<file path="src/rtl/register_file_pkg.sv">
// register_file_pkg
//   Shared processor definitions used by the register file and the
//   execution datapath around it.
//   Contents:
//     XLEN       default architectural data width
//     REG_AW     register address width (log2 of the 32-entry ABI space)
//     REG_ZERO   ABI index of the hardwired-zero register x0
//     REG_SP     ABI index of the stack pointer x2
//     alu_op_t   ALU operation encodings ({funct7[5], funct3} style)
//     alu_eval   reference ALU evaluation on two operands
package register_file_pkg;

  localparam int XLEN   = 32;
  localparam int REG_AW = 5;

  localparam logic [REG_AW-1:0] REG_ZERO = 5'd0;
  localparam logic [REG_AW-1:0] REG_SP   = 5'd2;

  // Bit 3 selects the alternate form (SUB / SRA) of the base operation.
  typedef enum logic [3:0] {
    ALU_ADD  = 4'b0000,
    ALU_SLL  = 4'b0001,
    ALU_SLT  = 4'b0010,
    ALU_SLTU = 4'b0011,
    ALU_XOR  = 4'b0100,
    ALU_SRL  = 4'b0101,
    ALU_OR   = 4'b0110,
    ALU_AND  = 4'b0111,
    ALU_SUB  = 4'b1000,
    ALU_SRA  = 4'b1101
  } alu_op_t;

  localparam int SHAMT_W = $clog2(XLEN);

  function automatic logic [XLEN-1:0] alu_eval(
    input alu_op_t         op,
    input logic [XLEN-1:0] a,
    input logic [XLEN-1:0] b
  );
    logic signed [XLEN-1:0] sa;
    logic signed [XLEN-1:0] sb;
    logic [SHAMT_W-1:0]     shamt;
    logic [XLEN-1:0]        res;
    sa    = $signed(a);
    sb    = $signed(b);
    shamt = b[SHAMT_W-1:0];
    res   = '0;
    case (op)
      ALU_ADD:  res = a + b;
      ALU_SUB:  res = a - b;
      ALU_SLL:  res = a << shamt;
      ALU_SRL:  res = a >> shamt;
      ALU_SRA:  res = $unsigned(sa >>> shamt);
      ALU_SLT:  res = {{(XLEN-1){1'b0}}, (sa < sb)};
      ALU_SLTU: res = {{(XLEN-1){1'b0}}, (a < b)};
      ALU_XOR:  res = a ^ b;
      ALU_OR:   res = a | b;
      ALU_AND:  res = a & b;
      default:  res = '0;
    endcase
    return res;
  endfunction

endpackage

</file>
<file path="src/rtl/register_file.sv">
// register_file
//   Architectural integer register file: two operand read ports, one debug
//   read port and a single write port. x0 is hardwired to zero and has no
//   storage; x2 (stack pointer) resets to SP_INIT, everything else to 0.
//   Parameters:
//     XLEN     data width of every register and data port
//     NREGS    number of architectural registers (x0 included)
//     SP_INIT  reset value of x2
//     BYPASS   1 forwards the in-flight write data to rs1/rs2 reads
//   Ports:
//     clk        rising-edge clock
//     rst        asynchronous active-high reset
//     rs1_addr   read port 1 address  -> rs1_data (ALU operand A)
//     rs2_addr   read port 2 address  -> rs2_data (ALU operand B)
//     reg_write  write enable
//     rd_addr    write address
//     rd_data    write data (ALU result or load data)
//     dbg_addr   debug read address   -> dbg_data (never forwarded)
module register_file #(
  parameter int                            XLEN    = register_file_pkg::XLEN,
  parameter int                            NREGS   = 32,
  parameter logic [XLEN-1:0]               SP_INIT = 32'h0000_0FFC,
  parameter bit                            BYPASS  = 1'b0
) (
  input  logic                             clk,
  input  logic                             rst,
  input  logic [register_file_pkg::REG_AW-1:0] rs1_addr,
  input  logic [register_file_pkg::REG_AW-1:0] rs2_addr,
  output logic [XLEN-1:0]                  rs1_data,
  output logic [XLEN-1:0]                  rs2_data,
  input  logic                             reg_write,
  input  logic [register_file_pkg::REG_AW-1:0] rd_addr,
  input  logic [XLEN-1:0]                  rd_data,
  input  logic [register_file_pkg::REG_AW-1:0] dbg_addr,
  output logic [XLEN-1:0]                  dbg_data
);

  import register_file_pkg::*;

  // NREGS widened by one bit so it can be compared against a full address.
  localparam logic [REG_AW:0] NREGS_W = (REG_AW+1)'(NREGS);

  // x0 has no storage; entries 1..NREGS-1 hold x1..x(NREGS-1).
  logic [XLEN-1:0] regs [1:NREGS-1];

  // An address names real storage only if it is nonzero and inside NREGS;
  // everything else reads as zero and ignores writes.
  function automatic logic has_storage(input logic [REG_AW-1:0] addr);
    return (addr != REG_ZERO) && ({1'b0, addr} < NREGS_W);
  endfunction

  logic wr_qual;
  assign wr_qual = reg_write && has_storage(rd_addr);

  always_ff @(posedge clk or posedge rst) begin
    if (rst) begin
      for (int i = 1; i < NREGS; i++) begin
        regs[i] <= (i == int'(REG_SP)) ? SP_INIT : '0;
      end
    end else if (wr_qual) begin
      regs[rd_addr] <= rd_data;
    end
  end

  // Forwarding is suppressed during reset so reads show the reset image.
  logic fwd_rs1;
  logic fwd_rs2;
  assign fwd_rs1 = BYPASS && !rst && wr_qual && (rs1_addr == rd_addr);
  assign fwd_rs2 = BYPASS && !rst && wr_qual && (rs2_addr == rd_addr);

  always_comb begin
    rs1_data = '0;
    rs2_data = '0;
    dbg_data = '0;
    if (has_storage(rs1_addr)) rs1_data = regs[rs1_addr];
    if (has_storage(rs2_addr)) rs2_data = regs[rs2_addr];
    if (has_storage(dbg_addr)) dbg_data = regs[dbg_addr];
    if (fwd_rs1) rs1_data = rd_data;
    if (fwd_rs2) rs2_data = rd_data;
  end

endmodule

</file>
<file path="config.mk">
export PLATFORM = sky130hd
export DESIGN_NAME = register_file
export DESIGN_NICKNAME = d
export VERILOG_FILES = /design/src/rtl/register_file_pkg.sv /design/src/rtl/register_file.sv
export SDC_FILE = /design/constraint.sdc
export NUM_CORES = 2
export LEC_CHECK = 0
export ABC_CLOCK_PERIOD_IN_PS = 80200
export BUFFER_PORTS_ARGS = -buffer_cell sky130_fd_sc_hd__buf_2
export CAP_MARGIN = 25
export CORE_AREA = 2 2 325 391
export CTS_CLUSTER_SIZE = 40
export DETAILED_ROUTE_END_ITERATION = 8
export DIE_AREA = 0 0 327 393
export PLACE_DENSITY = 0.72
export SYNTH_ARGS = -nofsm -noshare
export SYNTH_HDL_FRONTEND = slang
export SYNTH_SLANG_ARGS = --single-unit
</file>
<file path="constraint.sdc">
create_clock -name clk -period 80.2 [get_ports clk]
set_clock_uncertainty 0.1 [all_clocks]
set_input_delay 12.03 -clock clk [delete_from_list [all_inputs] [get_ports clk]]
set_output_delay 12.03 -clock clk [all_outputs]
set_load 0.02 [all_outputs]
</file>
==> impl_metrics.env <==
export IMPL_synth_top_family_by_area="multiplexers"
export IMPL_tightest_slew_ps=1180
export IMPL_rsz0062_at_grt="no"
export IMPL_worst_path_most_repeated_cell="buf_4"
export IMPL_yosysSeqAreaShare_pct=40.1
export IMPL_syn_nets=4787
export IMPL_cts_resized_gates=0
export IMPL_dieArea_um2=129000
export IMPL_ctsRootBufferMaster="clkbuf_16"
export IMPL_grt_overflow=0
export IMPL_placed_cells_incl_taps=6110
export IMPL_antenna_found_initial=24
export IMPL_cp_max_fo=66
export IMPL_io_buffers=150
export IMPL_setup_tns_ps=0
export IMPL_endpoint_kind="primary output"
export IMPL_setup_ws_ps=52000
export IMPL_numClockSinks=992
export IMPL_clk_latency_ps=720
export IMPL_relSlewSlack_pct=21.5
export IMPL_syn2layout_area_growth_pct=8.21
export IMPL_numCtsBuffers=99
export IMPL_crit_slowest_cell="buf_4"
export IMPL_total_leakage_power_nw=28.6
export IMPL_drt_total_wl_mm=211
export IMPL_postLayoutCoreUtil_pct=53.9
export IMPL_grt_pass1_vias=45347
export IMPL_routedWlPerCell_um=33.5
export IMPL_gp_congestion=0.844
export IMPL_io_pins=151
export IMPL_coreArea_um2=125000
export IMPL_synthMuxAreaShare_pct=44.9
export IMPL_largest_reg_flops=992
export IMPL_slew_violations=0
export IMPL_critPathKind="primary input to primary output"
export IMPL_grt_start_max_net_pins=154
export IMPL_drcViolationCount=0
export IMPL_hold_path_class="flop to flop"
export IMPL_final_common_cell="mux2_2"
export IMPL_clock_fmax_mhz=35.5
export IMPL_finalNonFillerCells=6309
export IMPL_fin_crit_sh_pct=35.2
export IMPL_grt_total_usage_pct=32.7
export IMPL_syn_avg_cell_area_um2=13.1
export IMPL_cap_violations=0
export IMPL_final_cell_mix="mux2_2, dfrtp_1, mux4_2"
export IMPL_largestRegisters="regs x992"
export IMPL_synthSimpleGateAreaFrac_pct=5.65
export IMPL_drtIter0Drc=6085
export IMPL_ir_drop_mv=0.0181
export IMPL_drive_gt1_share_pct=45.5
export IMPL_h_tree_depth=3
export IMPL_outcome="finished clean"
export IMPL_postCtsHoldBufs=0
export IMPL_ant_nets=0
export IMPL_clockBufferDepth=3
export IMPL_ys_ff_latch=992
export IMPL_vias=45261
export IMPL_rows=142
export IMPL_hold_viol=0
export IMPL_synth_compound_gate_area_share_pct=5.32
export IMPL_power_density_nw_per_um2=24.1
export IMPL_cp_start_kind="primary input"
export IMPL_cts_tree="yes"
export IMPL_yosys_area_share_adder_pct=0
export IMPL_synth_top_area_cell="dfrtp_1"
export IMPL_start_util_pct=49.8
export IMPL_ys_types=49
export IMPL_grt_pass1_wl_mm=310
export IMPL_die_w_um=327
export IMPL_fp_dieH_um=393
export IMPL_period_needed_ps=28200
export IMPL_synth_xor_area_share_pct=0
export IMPL_crit_chain="buf_8 -> buf_4 -> buf_4 -> mux4_2 -> nor2b_1 -> nor3_1 -> a21oi_1 -> o21ai_0 -> buf_2"
export IMPL_synthCells=4732
export IMPL_postCtsSetupBuffers=0
export IMPL_drt_pass1_iterations=6
export IMPL_dp_slack_ps=52040
export IMPL_yosys_warnings=0
export IMPL_cp_arrival_ps=16070
export IMPL_synth_area_um2=62000
export IMPL_clk_pin_slew_ps=60
export IMPL_nNetsFinal=4618
export IMPL_hpwl_mm=115
export IMPL_synth_top_area_share_pct=39.6
export IMPL_critPathMaxStageDelay_ps=860
export IMPL_cp_required_ps=68070
export IMPL_drt_vias_per_instance=7.17
export IMPL_final_setup_viol_count=0
export IMPL_largest_register="regs"
export IMPL_synth_top_cells_by_area="dfrtp_1, mux4_2, mux2_2"
-- path summary, 6_finish.rpt --
check / endpoint / slack (ps) / startpoint / cells past startpoint
hold / removal: regs[455]$_DFFE_PP0P_ / 440 / regs[455]$_DFFE_PP0P_ / 1
setup reg to reg: regs[964]$_DFFE_PP0P_ / 79250 / regs[964]$_DFFE_PP0P_ / 1
hold reg to reg: regs[455]$_DFFE_PP0P_ / 440 / regs[455]$_DFFE_PP0P_ / 1
max in group asynchronous: regs[403]$_DFFE_PP0P_ / 65750 / rst / 5
setup / recovery: rs2_data[0] / 52000 / rs2_addr[1] / 9
min in group asynchronous: regs[282]$_DFFE_PP0P_ / 11300 / rst / 2
-- synth_stat cells, drive strengths merged --
library cell and count:
a21oi 196, a221oi 94, a22oi 36, a311oi 9, a31oi 1, a32oi 2
a41oi 3, and2 4, and3 7, and3b 1, buf 293, clkbuf 224
clkinv 2, dfrtp 982, dfstp 10, inv 2, mux2 1086, mux2i 292
mux4 562, nand2 360, nand2b 3, nand3 69, nand3b 6, nand4 7
nor2 106, nor2b 104, nor3 84, nor3b 4, o211ai 63, o21ai 69
o221ai 9, o22a 1, o22ai 9, o31ai 5, o32a 8, or2 2
or3 16, or3b 1
-- metal layers --
metal / up-vias / wire length (um) / track usage, %
met2: 3121 / 94400 / 48.6
met1: 23583 / 78700 / 43.3
met3: 718 / 26000 / 9.87
met4: 28 / 12000 / 17.5
li1: 17811 / - / -
met5: - / 166 / 0
-- critical path, delay by kind of cell --
family / cells / cell delay, ps
buffers and inverters: 4 / 2460
muxes: 1 / 380
AOI/OAI and AO/OA: 2 / 730
and+or+nand+nor: 2 / 270
-- kinds of logic (layout without fill, tap and decap cells) --
group	Yosys count	after routing
other	0	9
muxes	1940	1940
AOI/OAI and AO/OA	505	505
and+or+nand+nor	774	774
buffers and inverters	521	433
DFF	992	992
-- per-stage QoR --
stage               power, mW  cell area (um2)  hold WS (ps)
finish                   1.62            67100           443
global placement         1.09            63400           417
global route             1.68            67100           463
detailed placement       1.10            63400           429
floorplan               0.991            62000           405
CTS                      1.61            66900           442
-- layout make-up --
cell class,count,area [um2]
Antenna cell,9,22.5
Timing Repair Buffer,247,1780
Inverter,4,27.5
Multi-Input combinational cell,3219,34900
Clock inverter,48,629
Tap cell,1656,2070
Fill cell,10099,57500
Sequential cell,992,24800
Clock buffer,134,2850
-- where the power goes --
| part | internal [mW] | switching [mW] | leakage, nW |
|---|---|---|---|
| registers | 0.599 | 0.0995 | 12.7 |
| clock network | 0.297 | 0.212 | 1.73 |
| logic | 0.228 | 0.180 | 14.2 |
| total | 1.12 | 0.491 | 28.6 |
No activity file was read; power rests on OpenSTA's default activity.
